File: src/rtl/axi_register_bank.sv
// Peripheral-side register bank behind the AXI slave: byte-strobe writes, per-register
// write protection, programmable access latency and independent read/write engines.
`timescale 1ns/1ps
module axi_register_bank #(
   parameter logic [31:0]          BASE_ADDRESS   = 32'h0000_0000,
   parameter int unsigned          REG_COUNT      = 8,
   parameter int unsigned          ACCESS_LATENCY = 1,
   parameter logic [REG_COUNT-1:0] READ_ONLY_MASK = '0
) (
   input  logic                      axi_ACLK,
   input  logic                      axi_ARESETN,
   input  logic                      write_request_i,
   input  logic [31:0]               write_address_i,
   input  logic [31:0]               write_data_i,
   input  logic [3:0]                write_strobe_i,
   output logic                      write_ready_o,
   output logic                      write_busy_o,
   output logic                      write_done_o,
   output logic                      write_error_o,
   input  logic                      read_request_i,
   input  logic [31:0]               read_address_i,
   output logic                      read_ready_o,
   output logic                      read_busy_o,
   output logic                      read_done_o,
   output logic                      read_error_o,
   output logic [31:0]               read_data_o,
   output logic [32*REG_COUNT-1:0]   registers_o
);

   localparam int unsigned IDX_W = (REG_COUNT > 1) ? $clog2(REG_COUNT) : 1;
   localparam int unsigned CNT_W = 4;
   localparam logic [CNT_W-1:0] WAIT_LOAD =
      CNT_W'((ACCESS_LATENCY > 1) ? (ACCESS_LATENCY - 2) : 0);

   typedef enum logic [1:0] {ST_IDLE, ST_WAIT, ST_DONE} state_t;

   state_t           r_wr_state, r_rd_state;
   logic [CNT_W-1:0] r_wr_cnt, r_rd_cnt;
   logic             r_wr_busy, r_wr_done, r_wr_error, r_wr_err_lat;
   logic             r_rd_busy, r_rd_done, r_rd_error, r_rd_err_lat;
   logic [31:0]      r_rd_data;
   logic [31:0]      r_regs [REG_COUNT];

   logic [31:0]      w_wr_offset, w_rd_offset;
   logic [29:0]      w_wr_index, w_rd_index;
   logic [IDX_W-1:0] w_wr_sel, w_rd_sel;
   logic             w_wr_in_range, w_rd_in_range;
   logic             w_wr_error, w_rd_error;

   // Address decode; addresses below BASE wrap to huge offsets and fall out of range
   assign w_wr_offset   = write_address_i - BASE_ADDRESS;
   assign w_wr_index    = w_wr_offset[31:2];
   assign w_wr_sel      = w_wr_index[IDX_W-1:0];
   assign w_wr_in_range = (w_wr_index < 30'(REG_COUNT));
   assign w_wr_error    = (w_wr_offset[1:0] != 2'b00) | ~w_wr_in_range
                        | (w_wr_in_range & READ_ONLY_MASK[w_wr_sel]);

   assign w_rd_offset   = read_address_i - BASE_ADDRESS;
   assign w_rd_index    = w_rd_offset[31:2];
   assign w_rd_sel      = w_rd_index[IDX_W-1:0];
   assign w_rd_in_range = (w_rd_index < 30'(REG_COUNT));
   assign w_rd_error    = (w_rd_offset[1:0] != 2'b00) | ~w_rd_in_range;

   // Write engine: commits at the accepting edge, completion reported ACCESS_LATENCY later
   always_ff @(posedge axi_ACLK or negedge axi_ARESETN) begin
      if (!axi_ARESETN) begin
         r_wr_state   <= ST_IDLE;
         r_wr_cnt     <= '0;
         r_wr_busy    <= 1'b0;
         r_wr_done    <= 1'b0;
         r_wr_error   <= 1'b0;
         r_wr_err_lat <= 1'b0;
         for (int unsigned i = 0; i < REG_COUNT; i++) r_regs[i] <= '0;
      end else begin
         r_wr_done  <= 1'b0;
         r_wr_error <= 1'b0;
         case (r_wr_state)
            ST_IDLE: if (write_request_i) begin
               r_wr_busy    <= 1'b1;
               r_wr_err_lat <= w_wr_error;
               if (!w_wr_error) begin
                  for (int unsigned k = 0; k < 4; k++)
                     if (write_strobe_i[k]) r_regs[w_wr_sel][8*k +: 8] <= write_data_i[8*k +: 8];
               end
               if (ACCESS_LATENCY > 1) begin
                  r_wr_state <= ST_WAIT;
                  r_wr_cnt   <= WAIT_LOAD;
               end else begin
                  r_wr_state <= ST_DONE;
                  r_wr_done  <= 1'b1;
                  r_wr_error <= w_wr_error;
               end
            end
            ST_WAIT: if (r_wr_cnt == '0) begin
               r_wr_state <= ST_DONE;
               r_wr_done  <= 1'b1;
               r_wr_error <= r_wr_err_lat;
            end else begin
               r_wr_cnt <= r_wr_cnt - CNT_W'(1);
            end
            ST_DONE: begin
               r_wr_state <= ST_IDLE;
               r_wr_busy  <= 1'b0;
            end
            default: r_wr_state <= ST_IDLE;
         endcase
      end
   end

   // Read engine: snapshot taken at the accepting edge, held until the next accepted read
   always_ff @(posedge axi_ACLK or negedge axi_ARESETN) begin
      if (!axi_ARESETN) begin
         r_rd_state   <= ST_IDLE;
         r_rd_cnt     <= '0;
         r_rd_busy    <= 1'b0;
         r_rd_done    <= 1'b0;
         r_rd_error   <= 1'b0;
         r_rd_err_lat <= 1'b0;
         r_rd_data    <= '0;
      end else begin
         r_rd_done  <= 1'b0;
         r_rd_error <= 1'b0;
         case (r_rd_state)
            ST_IDLE: if (read_request_i) begin
               r_rd_busy    <= 1'b1;
               r_rd_err_lat <= w_rd_error;
               r_rd_data    <= w_rd_error ? 32'h0 : r_regs[w_rd_sel];
               if (ACCESS_LATENCY > 1) begin
                  r_rd_state <= ST_WAIT;
                  r_rd_cnt   <= WAIT_LOAD;
               end else begin
                  r_rd_state <= ST_DONE;
                  r_rd_done  <= 1'b1;
                  r_rd_error <= w_rd_error;
               end
            end
            ST_WAIT: if (r_rd_cnt == '0) begin
               r_rd_state <= ST_DONE;
               r_rd_done  <= 1'b1;
               r_rd_error <= r_rd_err_lat;
            end else begin
               r_rd_cnt <= r_rd_cnt - CNT_W'(1);
            end
            ST_DONE: begin
               r_rd_state <= ST_IDLE;
               r_rd_busy  <= 1'b0;
            end
            default: r_rd_state <= ST_IDLE;
         endcase
      end
   end

   // Ready drops in the request cycle to cover the slave's registered-ready lag
   assign write_ready_o = (r_wr_state == ST_IDLE) & ~write_request_i;
   assign read_ready_o  = (r_rd_state == ST_IDLE) & ~read_request_i;
   assign write_busy_o  = r_wr_busy;
   assign write_done_o  = r_wr_done;
   assign write_error_o = r_wr_error;
   assign read_busy_o   = r_rd_busy;
   assign read_done_o   = r_rd_done;
   assign read_error_o  = r_rd_error;
   assign read_data_o   = r_rd_data;

   for (genvar g = 0; g < REG_COUNT; g++) begin : g_export
      assign registers_o[32*g +: 32] = r_regs[g];
   end

   a_wr_req_idle: assert property (@(posedge axi_ACLK) disable iff (!axi_ARESETN)
      write_request_i |-> (r_wr_state == ST_IDLE));
   a_rd_req_idle: assert property (@(posedge axi_ACLK) disable iff (!axi_ARESETN)
      read_request_i |-> (r_rd_state == ST_IDLE));

endmodule

File: config.mk
export PLATFORM = sky130hd
export DESIGN_NAME = axi_register_bank
export DESIGN_NICKNAME = d
export VERILOG_FILES = /design/src/rtl/axi_register_bank.sv
export SDC_FILE = /design/constraint.sdc
export NUM_CORES = 1
export LEC_CHECK = 0
export CORE_UTILIZATION = 48
export CTS_CLUSTER_DIAMETER = 40
export CTS_CLUSTER_SIZE = 12
export DETAILED_ROUTE_END_ITERATION = 16
export PLACE_DENSITY = 0.82
export SETUP_SLACK_MARGIN = 0.1
export SLEW_MARGIN = 20
export SYNTH_ARGS = -nofsm -noshare
export SYNTH_HDL_FRONTEND = slang
export SYNTH_SLANG_ARGS = --single-unit
export TNS_END_PERCENT = 20
File: constraint.sdc
create_clock -name axi_ACLK -period 2.85 [get_ports axi_ACLK]
set_input_delay 0.57 -clock axi_ACLK [delete_from_list [all_inputs] [get_ports axi_ACLK]]
set_output_delay 0.57 -clock axi_ACLK [all_outputs]
set_load 0.005 [all_outputs]
After elaboration in Yosys (flattened, before gate mapping)
Memories as Yosys holds them, arrays and structs flattened.
Index checks and enable logic that the tools add are counted.
Word-level totals
  memories: 1
  bits of input ports: 104
  ROM bits: 8
  word-level logic and storage cells: 123
  output and inout bits: 296
  register bits: 308
Cells by class
  mux-type cells: 52
  equality and inequality tests: 8
  reductions and logical operators: 18
  add/subtract/negate cells: 2
  $lt $le $gt $ge: 6
  bitwise operators: 15
Memories
  (no name shown): words 8, bits a word 1, rd ports 1, clocked after memory_dff 0, wr ports 0, RTL line 56  | | (w_wr_in_range & READ_ONLY_MASK[w_wr_sel]);
Operators with widths (count)
  $mux W256: 13
  $bwmux W256: 4
  $demux W32 S3: 4
  $mux W32: 4
  $bmux W32 S3: 1
  $lt A30 B4 Y1 const B: 2
  $mux W24: 1
  $mux W16: 1
  $reduce_and A2 Y1: 8
  $pmux W1 S2: 6
  $mux W1: 11
  $ge A4 B4 Y1 const B: 2
  $logic_not A4 Y1: 2
  $mux W2: 4
  $mux W8: 1
  $ne A2 B2 Y1 const B: 4
  $not A3 Y4: 2
  $pmux W2 S2: 2
  $reduce_bool A2 Y1: 4
  $sub A4 B1 Y4 const B: 2
  $not A1 Y1: 7
  $eq A2 B1 Y1 const B: 2
  $eq A2 B2 Y1 const B: 2
  $logic_not A2 Y1: 2
  other kinds (6): 10

Longest topological paths before layout
  depth in word-level cells: 22
  mapped depth: 5
  mapped depth without buffers: 4

Worst setup path before layout
No wires, ideal clock.
  path type: input -> register
  start: in write_address_i[10]
  end: reg r_regs, in the netlist registers_o[0]
  path buffers: 1
  stages: 5
  library setup time: 125 ps
  data required time: 2725 ps
  data arrival time: 2267 ps
  setup slack: 458 ps
  cells stage by stage: nor4_1 nand4_1 buf_2 nor4_4 mux2_2
On the way
  longest elaborated chain between the ends: 6
  elaborated cells between the ends (all ways): 7
  those cells by class: 1 x order compare; 5 x bitwise; 1 x reduce/logical
RTL lines
  start: declaration: RTL line 13  | input logic [31:0] write_address_i,
  $lt A30 B4 Y1 *: RTL line 54  | assign w_wr_in_range = (w_wr_index < 30'(REG_COUNT));
  $not A1 Y1: RTL line 55  | assign w_wr_error = (w_wr_offset[1:0] != 2'b00) | ~w_wr_in_range
  $or A1 B1 Y1: RTL line 55
  $or A1 B1 Y1 *: RTL line 56
  $not A1 Y1 (no source line) *
  $reduce_and A3 Y1 (no source line) *
  end signal: indexed assignment: RTL line 83  | if (write_strobe_i[k]) r_regs[w_wr_sel][8*k +: 8] <= write_data_i[8*k +: 8];
  end: declaration: RTL line 42  | logic [31:0] r_regs [REG_COUNT];
Every way passes the cells marked *; elsewhere a longest branch is shown, timed or not.
A chain may end at the register's enable or synchronous reset.

Worst setup path in the final report
  start: in write_address_i[18]
  end: reg r_regs, in the netlist registers_o[146]
The elaborated chain is that of the path after synthesis.

==> impl_metrics.csv <==
group,metric,value,unit
final_layout,drive_above_1_share,37.4,%
floorplanning,ios,400,
route,via_per_inst,5.64,
worst_setup_path,endpoint_kind,"flop",
place,routabilityCongestion,0.824,
power_and_ir_drop,peakVddDrop,0.000648,V
final_layout,nets,1395,
logic_synthesis,ys.flop_type,"dfrtp_1",
final_layout,fin_util,74.0,%
sta,skew,12.0,ps
clock_tree,clock-sinks,294,
floorplanning,dieWidth,169,um
sta,timing_hold_violations_final,0,
route,drc,0,
sta,finalCriticalPeriod,2430,ps
worst_setup_path,crit_required,3240,ps
logic_synthesis,synth-simple-area-share,7.54,%
route,drtIter0Drc,600,
sta,fin_crit_sh,85.1,%
logic_synthesis,synth_most_common_cell,"dfrtp_1",
logic_synthesis,synth-seq-cells,294,
sta,rsz0062_at_grt,"no",
logic_synthesis,synth_compound_area_share,1.26,%
logic_synthesis,synth.top_cell.area_share,55.1,%
logic_synthesis,muxShareOfSynthArea,34.8,%
sta,relSlewSlack,56.4,%
hold_path,hp-class,"in -> async",
worst_setup_path,critPathLaunchType,"primary input",
route,route.vias.total,9553,
grt,track_usage,29.1,%
final_layout,multi_input_area,0.00582,mm2
logic_synthesis,ys_types,24,
logic_synthesis,synthArstFlopShare,100,%
sta,maxSlewViolCount,0,
clock_tree,h-tree-depth,2,
logic_synthesis,yosys-top-cells-area,"dfrtp_1, mux2_2, mux4_2",
power_and_ir_drop,finalPower,10.3,mW
grt,grt_max_degree,75,
sta,setup_viol,0,
logic_synthesis,syn-num-nets,928,
final_layout,fin_cells,1695,
worst_setup_path,reg2reg_depth,7,
route,antenna_left,0,
grt,grt_pass1_vias,10100,
sta,max_freq,412,MHz
logic_synthesis,synth_top_family_by_area,"multiplexers",
route,wire_per_inst,24.0,um
route,drt_wl_total,40700,um
floorplanning,start_util,49.3,%
floorplanning,die_area,0.0285,mm2
place,dpl.hpwl,27400,um
worst_setup_path,cp.arrival,2820,ps
logic_synthesis,synth_seq_area_share,55.1,%
grt,grt_pass1_wl,62600,um
clock_tree,cts-hold-fix-buffers,0,
place,place_inst,1620,
grt,overflow,0,
clock_tree,cts_buffer_depth,3,
clock_tree,clock_latency,520,ps
final_layout,syn2layout_area_growth,50.2,%
logic_synthesis,syn_avg_cell_area,16.2,um2
worst_setup_path,slowest_stage,"clkdlybuf4s50_1",
worst_setup_path,path_cells,"clkdlybuf4s50_1 > nor4_1 > nand4_1 > buf_12 > nor4_4 > buf_4 > mux2_2",
floorplanning,core,0.0271,mm2
sta,postLayoutSetupSlackWorst,425,ps
power_and_ir_drop,cellPowerDensity,513,mW/mm2
logic_synthesis,synthCells,824,
clock_tree,post_cts_buffers,0,
logic_synthesis,yosys.area.top_type,"dfrtp_1",
outcome,status,"finished clean",
logic_synthesis,syn_area,0.0133,mm2
floorplanning,die_y,169,um
place,pre_cts_ws,-94.6,ps
floorplanning,std_cell_rows,60,
place,port_buffers,399,
flow_run,max_cap_violations,0,
logic_synthesis,synth-edff-count,0,
power_and_ir_drop,p_leak,9.13,nW
clock_tree,cts_root_buffer,"clkbuf_16",
clock_tree,cts_made_buffers,41,
route,drt_first_pass_iters,4,
sta,tightest_slew,653,ps
final_layout,seqCellArea,0.00736,mm2
worst_setup_path,setup.worst_path.class,"in -> reg",
logic_synthesis,synthXorXnorAreaFrac,0,%
logic_synthesis,yosys_warnings,0,
clock_tree,clk_pin_slew,50,ps
worst_setup_path,cp_max_fo,33,
worst_setup_path,slowest_delay,420,ps
logic_synthesis,yosys.area_share.adder,0,%
clock_tree,cts_resized,0,
logic_synthesis,synthTopCellsByCount,"dfrtp_1, mux2_2, mux4_2, nand2_1",
clock_tree,cts_tree,"built",
grt,antenna_found_initial,2,
final_layout,nFillCells,1704,
[final timing paths]
path,from,end,slack (ps)
min in group axi_ACLK,read_data_o[16],read_data_o[16],480
setup / recovery,write_address_i[18],registers_o[146],420
hold / removal,axi_ARESETN,read_data_o[10],40
setup reg to reg,write_busy_o,registers_o[146],920
hold reg to reg,read_data_o[16],read_data_o[16],480
max in group asynchronous,axi_ARESETN,registers_o[129],1910
[layer usage]
metal  global-route usage [%]  wire length [um]  vias to the layer above
li1                         -                 -                     4080
met1                     38.6             16700                     5011
met2                     48.7             20400                      397
met3                     6.59              2820                       65
met4                     7.63               839                        0
met5                        0                 0                        -
[cells in the final DEF (no fill, tap or decap), types with 3 or more instances in the layout]
| cell type | netlist | final |
|---|---|---|
| clkdlybuf4s50_1 | 0 | 395 |
| dfrtp_1 | 294 | 294 |
| mux2_2 | 256 | 256 |
| mux4_2 | 64 | 64 |
| clkbuf_16 | 0 | 43 |
| nand2_1 | 37 | 37 |
| buf_12 | 0 | 33 |
| mux2i_1 | 32 | 32 |
| o21ai_0 | 32 | 32 |
| buf_4 | 3 | 31 |
| nor4_4 | 29 | 29 |
| nor4_1 | 12 | 12 |
| bufinv_16 | 0 | 8 |
| nor2_1 | 7 | 7 |
| inv_6 | 0 | 6 |
| nand4_1 | 4 | 4 |
| clkbuf_8 | 0 | 4 |
| clkinv_4 | 0 | 4 |
| nand3b_1 | 3 | 3 |
| nor4_2 | 3 | 3 |
| clkinv_2 | 0 | 3 |
[state kept, by name (all words and copies together) (netlist names)]
| register | count |
|---|---|
| read_busy_o | 1 |
| read_data_o | 32 |
| read_done_o | 1 |
| read_error_o | 1 |
| registers_o | 256 |
| write_busy_o | 1 |
| write_done_o | 1 |
| write_error_o | 1 |
[where the power goes]
part | internal [mW] | switching [mW] | leakage, nW | total, mW
clock | 3.62 | 1.96 | 0.742 | 5.57
combinational | 0.227 | 0.296 | 4.29 | 0.523
sequential | 4.18 | 0.00239 | 4.10 | 4.18
[critical path, delay by kind of cell]
| family | cells | cell delay, ps |
|---|---|---|
| buffers and inverters | 3 | 960 |
| and+or+nand+nor | 3 | 910 |
| muxes | 1 | 360 |
[logic make-up after synthesis]
family | Yosys count
simple gates | 105
flops | 294
mux | 352
buf+inv | 40
compound gates | 33
[final cells by class]
cell class | instances | area share (%)
inverters | 2 | 0.0375
clock buffers | 49 | 5.68
repair buffers | 462 | 24.3
clock inverters | 25 | 1.90
diodes | 1 | 0.0125
flip-flops and latches | 294 | 36.7
multi-input cells | 490 | 29.0
well taps | 372 | 2.32
[through the flow]
| stage | area, um2 | hold slack [ps] | setup TNS (ps) |
|---|---|---|---|
| global route | 20000 | 73.9 | 0 |
| floorplan | 13300 | 274 | 0 |
| detailed placement | 18500 | 469 | -5870 |
| finish | 20000 | 44.3 | 0 |
| CTS | 20000 | 52.1 | 0 |
| global placement | 18500 | 462 | -350 |
Power figures use the tool's default switching activity.
